[src/rtl/cmp_ramp_source.sv]
// Ramp / threshold source for the 20-bit compare path.
// The active period and threshold change only at ramp wrap, or immediately
// while the ramp is paused, so the comparator never sees a torn cycle.
// New settings arrive through a one-deep valid/ready shadow register.
module cmp_ramp_source #(
  parameter int unsigned WIDTH          = 20,
  parameter int unsigned DEFAULT_PERIOD = 1000,
  parameter int unsigned DEFAULT_THRESH = 500
) (
  input  logic             clk_i,
  input  logic             rst_ni,
  input  logic             enable_i,
  input  logic             cfg_valid_i,
  output logic             cfg_ready_o,
  input  logic [WIDTH-1:0] cfg_period_i,
  input  logic [WIDTH-1:0] cfg_thresh_i,
  output logic [WIDTH-1:0] ramp_o,
  output logic [WIDTH-1:0] thresh_o,
  output logic             wrap_pulse_o,
  output logic             cfg_pending_o
);

  localparam logic [WIDTH-1:0] DEF_PERIOD = WIDTH'(DEFAULT_PERIOD);
  localparam logic [WIDTH-1:0] DEF_THRESH = WIDTH'(DEFAULT_THRESH);
  localparam logic [WIDTH-1:0] ONE        = WIDTH'(1);

  logic [WIDTH-1:0] ramp_q,     ramp_d;
  logic [WIDTH-1:0] thresh_q,   thresh_d;
  logic [WIDTH-1:0] period_q,   period_d;
  logic [WIDTH-1:0] sh_period_q, sh_period_d;
  logic [WIDTH-1:0] sh_thresh_q, sh_thresh_d;
  logic             pending_q,  pending_d;
  logic             ready_q,    ready_d;
  logic             wrap_q,     wrap_d;

  logic [WIDTH-1:0] period_eff;
  logic [WIDTH-1:0] ramp_last;
  logic             at_wrap;
  logic             take_cfg;
  logic             apply_cfg;

  // Period 0 behaves as period 1; the wrap test uses >= so that a period
  // shrunk while paused still wraps on the first enabled edge.
  always_comb begin
    period_eff = (period_q == '0) ? ONE : period_q;
    ramp_last  = period_eff - ONE;
    at_wrap    = enable_i && (ramp_q >= ramp_last);
    take_cfg   = cfg_valid_i && !pending_q;
    apply_cfg  = pending_q && (at_wrap || !enable_i);
  end

  // Next-state: ramp advance, shadow capture and shadow apply.
  always_comb begin
    ramp_d      = ramp_q;
    thresh_d    = thresh_q;
    period_d    = period_q;
    sh_period_d = sh_period_q;
    sh_thresh_d = sh_thresh_q;
    pending_d   = pending_q;
    wrap_d      = at_wrap;

    if (enable_i) begin
      ramp_d = at_wrap ? '0 : ramp_q + ONE;
    end

    // Capture and apply are mutually exclusive: one needs the shadow empty,
    // the other needs it full. A capture on a wrap edge therefore waits for
    // the following wrap.
    if (apply_cfg) begin
      period_d  = sh_period_q;
      thresh_d  = sh_thresh_q;
      pending_d = 1'b0;
    end else if (take_cfg) begin
      sh_period_d = cfg_period_i;
      sh_thresh_d = cfg_thresh_i;
      pending_d   = 1'b1;
    end

    ready_d = !pending_d;
  end

  // State registers; reset restarts the ramp and discards any pending config.
  always_ff @(posedge clk_i or negedge rst_ni) begin
    if (!rst_ni) begin
      ramp_q      <= '0;
      thresh_q    <= DEF_THRESH;
      period_q    <= DEF_PERIOD;
      sh_period_q <= '0;
      sh_thresh_q <= '0;
      pending_q   <= 1'b0;
      ready_q     <= 1'b1;
      wrap_q      <= 1'b0;
    end else begin
      ramp_q      <= ramp_d;
      thresh_q    <= thresh_d;
      period_q    <= period_d;
      sh_period_q <= sh_period_d;
      sh_thresh_q <= sh_thresh_d;
      pending_q   <= pending_d;
      ready_q     <= ready_d;
      wrap_q      <= wrap_d;
    end
  end

  assign ramp_o        = ramp_q;
  assign thresh_o      = thresh_q;
  assign wrap_pulse_o  = wrap_q;
  assign cfg_pending_o = pending_q;
  assign cfg_ready_o   = ready_q;

endmodule

[config.mk]
export PLATFORM = sky130hd
export DESIGN_NAME = cmp_ramp_source
export DESIGN_NICKNAME = d
export VERILOG_FILES = /design/src/rtl/cmp_ramp_source.sv
export SDC_FILE = /design/constraint.sdc
export NUM_CORES = 1
export LEC_CHECK = 0
export CORE_MARGIN = 4
export CORE_UTILIZATION = 50
export CTS_CLUSTER_SIZE = 20
export DETAILED_ROUTE_END_ITERATION = 10
export PLACE_DENSITY_LB_ADDON = 0.3
export SLEW_MARGIN = 20
export SYNTH_ARGS = -nofsm -noshare
export SYNTH_HDL_FRONTEND = slang
export SYNTH_SLANG_ARGS = --single-unit
[constraint.sdc]
create_clock -name clk_i -period 5.1 [get_ports clk_i]
set_clock_uncertainty 0.2 [all_clocks]
set_input_delay 1.275 -clock clk_i [delete_from_list [all_inputs] [get_ports clk_i]]
set_output_delay 1.275 -clock clk_i [all_outputs]
set_load 0.1 [all_outputs]
# Yosys cells after proc, flatten, opt, wreduce, memory -nomap -nowiden
# Index checks and enable logic that the tools add are counted.
[totals] ff_bits=103 inputBits=44 output_inout_bits=43 word_cells=25
[op_classes] addsub=2 order_cmp=1 muxes=4 n_bitwise=1 n_reduce_logical=9
[op_table] cell="20-bit two-way mux" n=2
[op_table] cell="20-bit by 1-bit adder with 20-bit output, second input constant" n=1
[op_table] cell="20-bit >= comparator" n=1
[op_table] cell="20-bit logical NOT" n=1
[op_table] cell="20-bit by 1-bit subtractor with 20-bit output, second input constant" n=1
[op_table] cell="1-bit logical AND" n=3
[op_table] cell="1-bit logical NOT" n=3
[op_table] cell="1-bit two-way mux" n=2
[op_table] cell="2-bit AND reduction" n=1
[op_table] cell="1-bit logical OR" n=1
[op_table] cell="1-bit NOT" n=1

# Depth between registers and ports, before layout
[logic_depth] word_depth=9 ltp_mapped=18 mapped_depth_nobuf=15

# Worst setup path after synthesis
# No wires, ideal clock.
[synth_timing] kind="register to register" startpoint="register period_q[11]" endpoint="register thresh_q[0] (netlist: thresh_o[0])" setup_time_ps=131 arrival_time_ps=4412 t_required_ps=4769 path_slack_ps=357 path_stages_with_launch=18 path_buffers=2 period_less_slack_ps=4743 cell_sequence="dfrtp_1 > or4_1 > nor4_1 > and3b_1 > a31oi_1 > ha_1 > nand4b_1 > or4_1 > nor4_1 > xnor2_1 > ha_1 > and3_4 > a221o_1 > a22o_1 > buf_6 > a2111oi_4 > buf_6 > o211ai_2"
[synth_via] elab_chain_cells=7
[synth_rtl] item="from (decl)" line_no="29" source="logic [WIDTH-1:0] period_q, period_d;"
[synth_rtl] item="from (signal assigned)" line_no="96" source="period_q <= period_d;"
[synth_rtl] item="20-bit logical NOT" line_no="45" source="period_eff = (period_q == '0) ? ONE : period_q;"
[synth_rtl] item="20-bit two-way mux *" line_no="45"
[synth_rtl] item="20-bit by 1-bit subtractor with 20-bit output *" line_no="46" source="ramp_last = period_eff - ONE;"
[synth_rtl] item="20-bit >= comparator *" line_no="47" source="at_wrap = enable_i && (ramp_q >= ramp_last);"
[synth_rtl] item="1-bit logical AND *" line_no="47"
[synth_rtl] item="1-bit logical OR *" line_no="49" source="apply_cfg = pending_q && (at_wrap || !enable_i);"
[synth_rtl] item="1-bit logical AND *" line_no="49"
[synth_rtl] item="to (signal assigned)" line_no="95" source="thresh_q <= thresh_d;"
[synth_rtl] item="to (decl)" line_no="28" source="logic [WIDTH-1:0] thresh_q, thresh_d;"
# Every way passes the cells marked *; elsewhere a longest branch is shown, timed or not.
# A chain may end at the register's enable or synchronous reset.

# Worst setup path in the final report
[layout_timing] startpoint="register period_q[12]" endpoint="register thresh_q[16] (netlist: thresh_o[16])"
# Same word-level chain as after synthesis.

==> results.sh <==
export IMPL_drive_gt1_share_pct=19.44
export IMPL_worstSetupPathType="reg -> reg"
export IMPL_place_area_um2=6980
export IMPL_synth_edff_count=0
export IMPL_synthTopCellsByCount="nand2_1 (92), dfrtp_1 (90), nand2b_1 (42)"
export IMPL_ios=87
export IMPL_ys_ff_latch=103
export IMPL_cts_sinks=103
export IMPL_crit_start="period_q[12]$_DFFE_PN0P_"
export IMPL_rr_endpoint="thresh_o[16]$_DFFE_PN0P_"
export IMPL_yosysWarnings=0
export IMPL_async_reset_ff_share_pct=100.0
export IMPL_fin_crit_sh_pct=95.04
export IMPL_worst_slack_ns=0.2530
export IMPL_htree_levels=3
export IMPL_ff2ff_setup_slack_ns=0.25
export IMPL_ant_nets=0
export IMPL_grt_pass1_vias=4958
export IMPL_ir_drop_v=0.0003230
export IMPL_syn_inst=566
export IMPL_tightest_slew_ns=0.9955
export IMPL_cp_start_kind="flip-flop"
export IMPL_yosysSeqAreaShare_pct=43.21
export IMPL_cap_violations=0
export IMPL_post_place_ws_ns=0.2666
export IMPL_finalWeightedCongestion=0.8134
export IMPL_routed_via_count=4605
export IMPL_worstPathRequired_ns=5.13
export IMPL_wirelength_mm=13.86
export IMPL_min_delay_path_depth=1
export IMPL_drcViolationCount=0
export IMPL_layout_nets=699
export IMPL_insertion_delay_ns=0.36
export IMPL_finalNonFillerCells=781
export IMPL_avgSynthCellArea_um2=10.60
export IMPL_finalMaxSlewViolations=0
export IMPL_root_buffer="clkbuf_16"
export IMPL_synth_area_leaders="dfrtp_1 (38%), mux2_2 (7.7%), a2111o_1 (7.5%)"
export IMPL_die_h_um=117.6
export IMPL_grt_pass1_wl_mm=23.89
export IMPL_cts_resized=0
export IMPL_cts_setup_buffers=0
export IMPL_portBuffers=86
export IMPL_fin_crit_ns=4.847
export IMPL_pwr_density_cell_nw_per_um2=494.0
export IMPL_reg2reg_from="period_q[12]$_DFFE_PN0P_"
export IMPL_yosysMostFrequentCell="nand2_1"
export IMPL_slew_headroom_pct=33.43
export IMPL_vias_per_cell=5.896
export IMPL_post_place_cells=764
export IMPL_die_x_um=117.6
export IMPL_r2r_cells=16
export IMPL_cp_max_fo=38
export IMPL_syn_to_final_growth_pct=22.03
export IMPL_place_detailed_hpwl_mm=9.531
export IMPL_final_hold_viol_count=0
export IMPL_grt_max_degree=84
export IMPL_synthesis_area_um2=6002
export IMPL_syn_nets=632
export IMPL_fmax_mhz=206.3
export IMPL_hold_class="reg -> reg"
export IMPL_antenna_found_initial=0
export IMPL_num_rows=39
export IMPL_p_leak_nw=3.023
export IMPL_initial_core_util_pct=51.90
export IMPL_rsz0062_at_grt="false"
export IMPL_coreArea_um2=11560
export IMPL_yosysUniqueCellTypes=41
export IMPL_overflow=0
export IMPL_fillerInstances=923
export IMPL_dr_pass1_iters=4
export IMPL_design_area_um2=7325
export IMPL_track_usage_pct=20.82
export IMPL_path_clk_slew_ns=0.07
export IMPL_numCtsBuffers=9
export IMPL_outcome="completed"
export IMPL_dieArea_um2=13820
export IMPL_cts_tree="done"
export IMPL_avgRoutedWirePerCell_um=17.74
export IMPL_drt_initial_drc_count=330
export IMPL_hold_buffers=0
export IMPL_synth_largest_area_cell="dfrtp_1"
export IMPL_synthFlopType="dfrtp_1"
export IMPL_setup_violations=0
export IMPL_n_antenna_cell=0
export IMPL_arrival_ns=4.87
export IMPL_tns_ns=0
export IMPL_crit_path_end="thresh_o[16]$_DFFE_PN0P_"
export IMPL_setup_worst_path_end_class="flip-flop"
export IMPL_clk_path_buf_depth=2
export IMPL_netlist_area_leader_share_pct=37.52
cell usage in the layout (no fill, tap or decap), types with 3 or more instances in the layout:
cell type and count:
ha_1 22, xor2_1 13, and4_1 6, o211ai_1 10, a21oi_1 25, mux2_2 41
clkbuf_16 9, nor4_1 6, clkdlybuf4s50_1 84, inv_1 6, dfstp_2 13, xnor2_1 22
and2_1 3, o21ai_0 3, o211ai_2 30, nand3_1 4, a2111o_1 40, nor3_1 9
buf_4 14, nand4_1 7, nand2_1 92, dfrtp_1 89, nor2_1 12, a21o_1 3
nand2b_1 42
metrics by stage:
stage	utilization, %	total power (W)	hold WS, ns
6_report	63.33	0.003619	0.3068
3_5_place_dp	60.36	0.002898	0.2954
2_1_floorplan	-	0.002459	0.2811
3_3_place_gp	60.36	0.002850	0.2913
5_1_grt	63.33	0.003816	0.3229
4_1_cts	63.10	0.003642	0.3105
worst min-delay path by stage:
| stage | from | end | slack [ns] |
|---|---|---|---|
| after global routing | sh_period_q[4]$_DFFE_PN0P_ | sh_period_q[4]$_DFFE_PN0P_ | 0.32 |
| after CTS | sh_period_q[4]$_DFFE_PN0P_ | sh_period_q[4]$_DFFE_PN0P_ | 0.31 |
| after floorplan | sh_period_q[18]$_DFFE_PN0P_ | sh_period_q[18]$_DFFE_PN0P_ | 0.28 |
| after detailed placement | sh_period_q[4]$_DFFE_PN0P_ | sh_period_q[4]$_DFFE_PN0P_ | 0.30 |
| final | sh_period_q[18]$_DFFE_PN0P_ | sh_period_q[18]$_DFFE_PN0P_ | 0.31 |
| after global placement | sh_period_q[9]$_DFFE_PN0P_ | sh_period_q[9]$_DFFE_PN0P_ | 0.29 |
cells by family after synthesis:
| kind of cell | share of synthesized area (%) |
|---|---|
| multiplexers | 7.692 |
| AND/OR/NAND/NOR | 15.88 |
| buffers and inverters | 3.919 |
| XOR/XNOR | 5.107 |
| flip-flops | 43.21 |
| AO/OA/AOI/OAI | 19.60 |
| adder cells (fa/ha/maj) | 4.586 |
routing by layer:
layer	routed length (um)	vias to the layer above	GRT usage, %	part of all wire (%)
met2	6822	103	35.26	49
met5	0	-	0	0
met3	672	12	5.526	4.8
li1	-	2198	-	-
met4	180	0	6.886	1.3
met1	6181	2292	25.95	45
registers in the layout, summed over array words and instances, names as in the netlist:
| register | flops |
|---|---|
| period_q | 20 |
| ramp_o | 20 |
| sh_period_q | 20 |
| sh_thresh_q | 20 |
| thresh_o | 20 |
| cfg_pending_o | 1 |
| cfg_ready_o | 1 |
| wrap_pulse_o | 1 |
where the power goes:
group / internal, W / switching (W) / total (W) / leakage (nW)
clock network: 0.000412 / 0.000318 / 0.000730 / 0.153
registers: 0.00105 / 0.000221 / 0.00127 / 1.22
logic: 0.000526 / 0.00109 / 0.00162 / 1.66
total: 0.00198 / 0.00163 / 0.00362 / 3.02
area by class of cell:
class                      count  area (um2)  share of cell area, %
multi-input combinational    411        3193                  43.59
clock buffer                  11       252.7                  3.451
timing repair buffer         102        1018                  13.91
inverter                       6       22.52                 0.3075
sequential                   103        2595                  35.43
tap                          143       178.9                  2.443
clock inverter                 5       63.81                 0.8712
worst max-delay path: stages, from the launching register on:
cell	delay [ns]
dfrtp_1	0.47
or4_1	0.22
nor4_1	0.08
and3b_1	0.20
a31oi_1	0.22
ha_1	0.27
nand4b_1	0.18
or4_1	0.51
nor4_1	0.26
xnor2_1	0.17
ha_1	0.27
and3_4	0.17
a221o_1	0.34
a22o_2	0.26
a2111oi_4	0.42
buf_12	0.30
o211ai_1	0.15
Power figures use the tool's default switching activity.
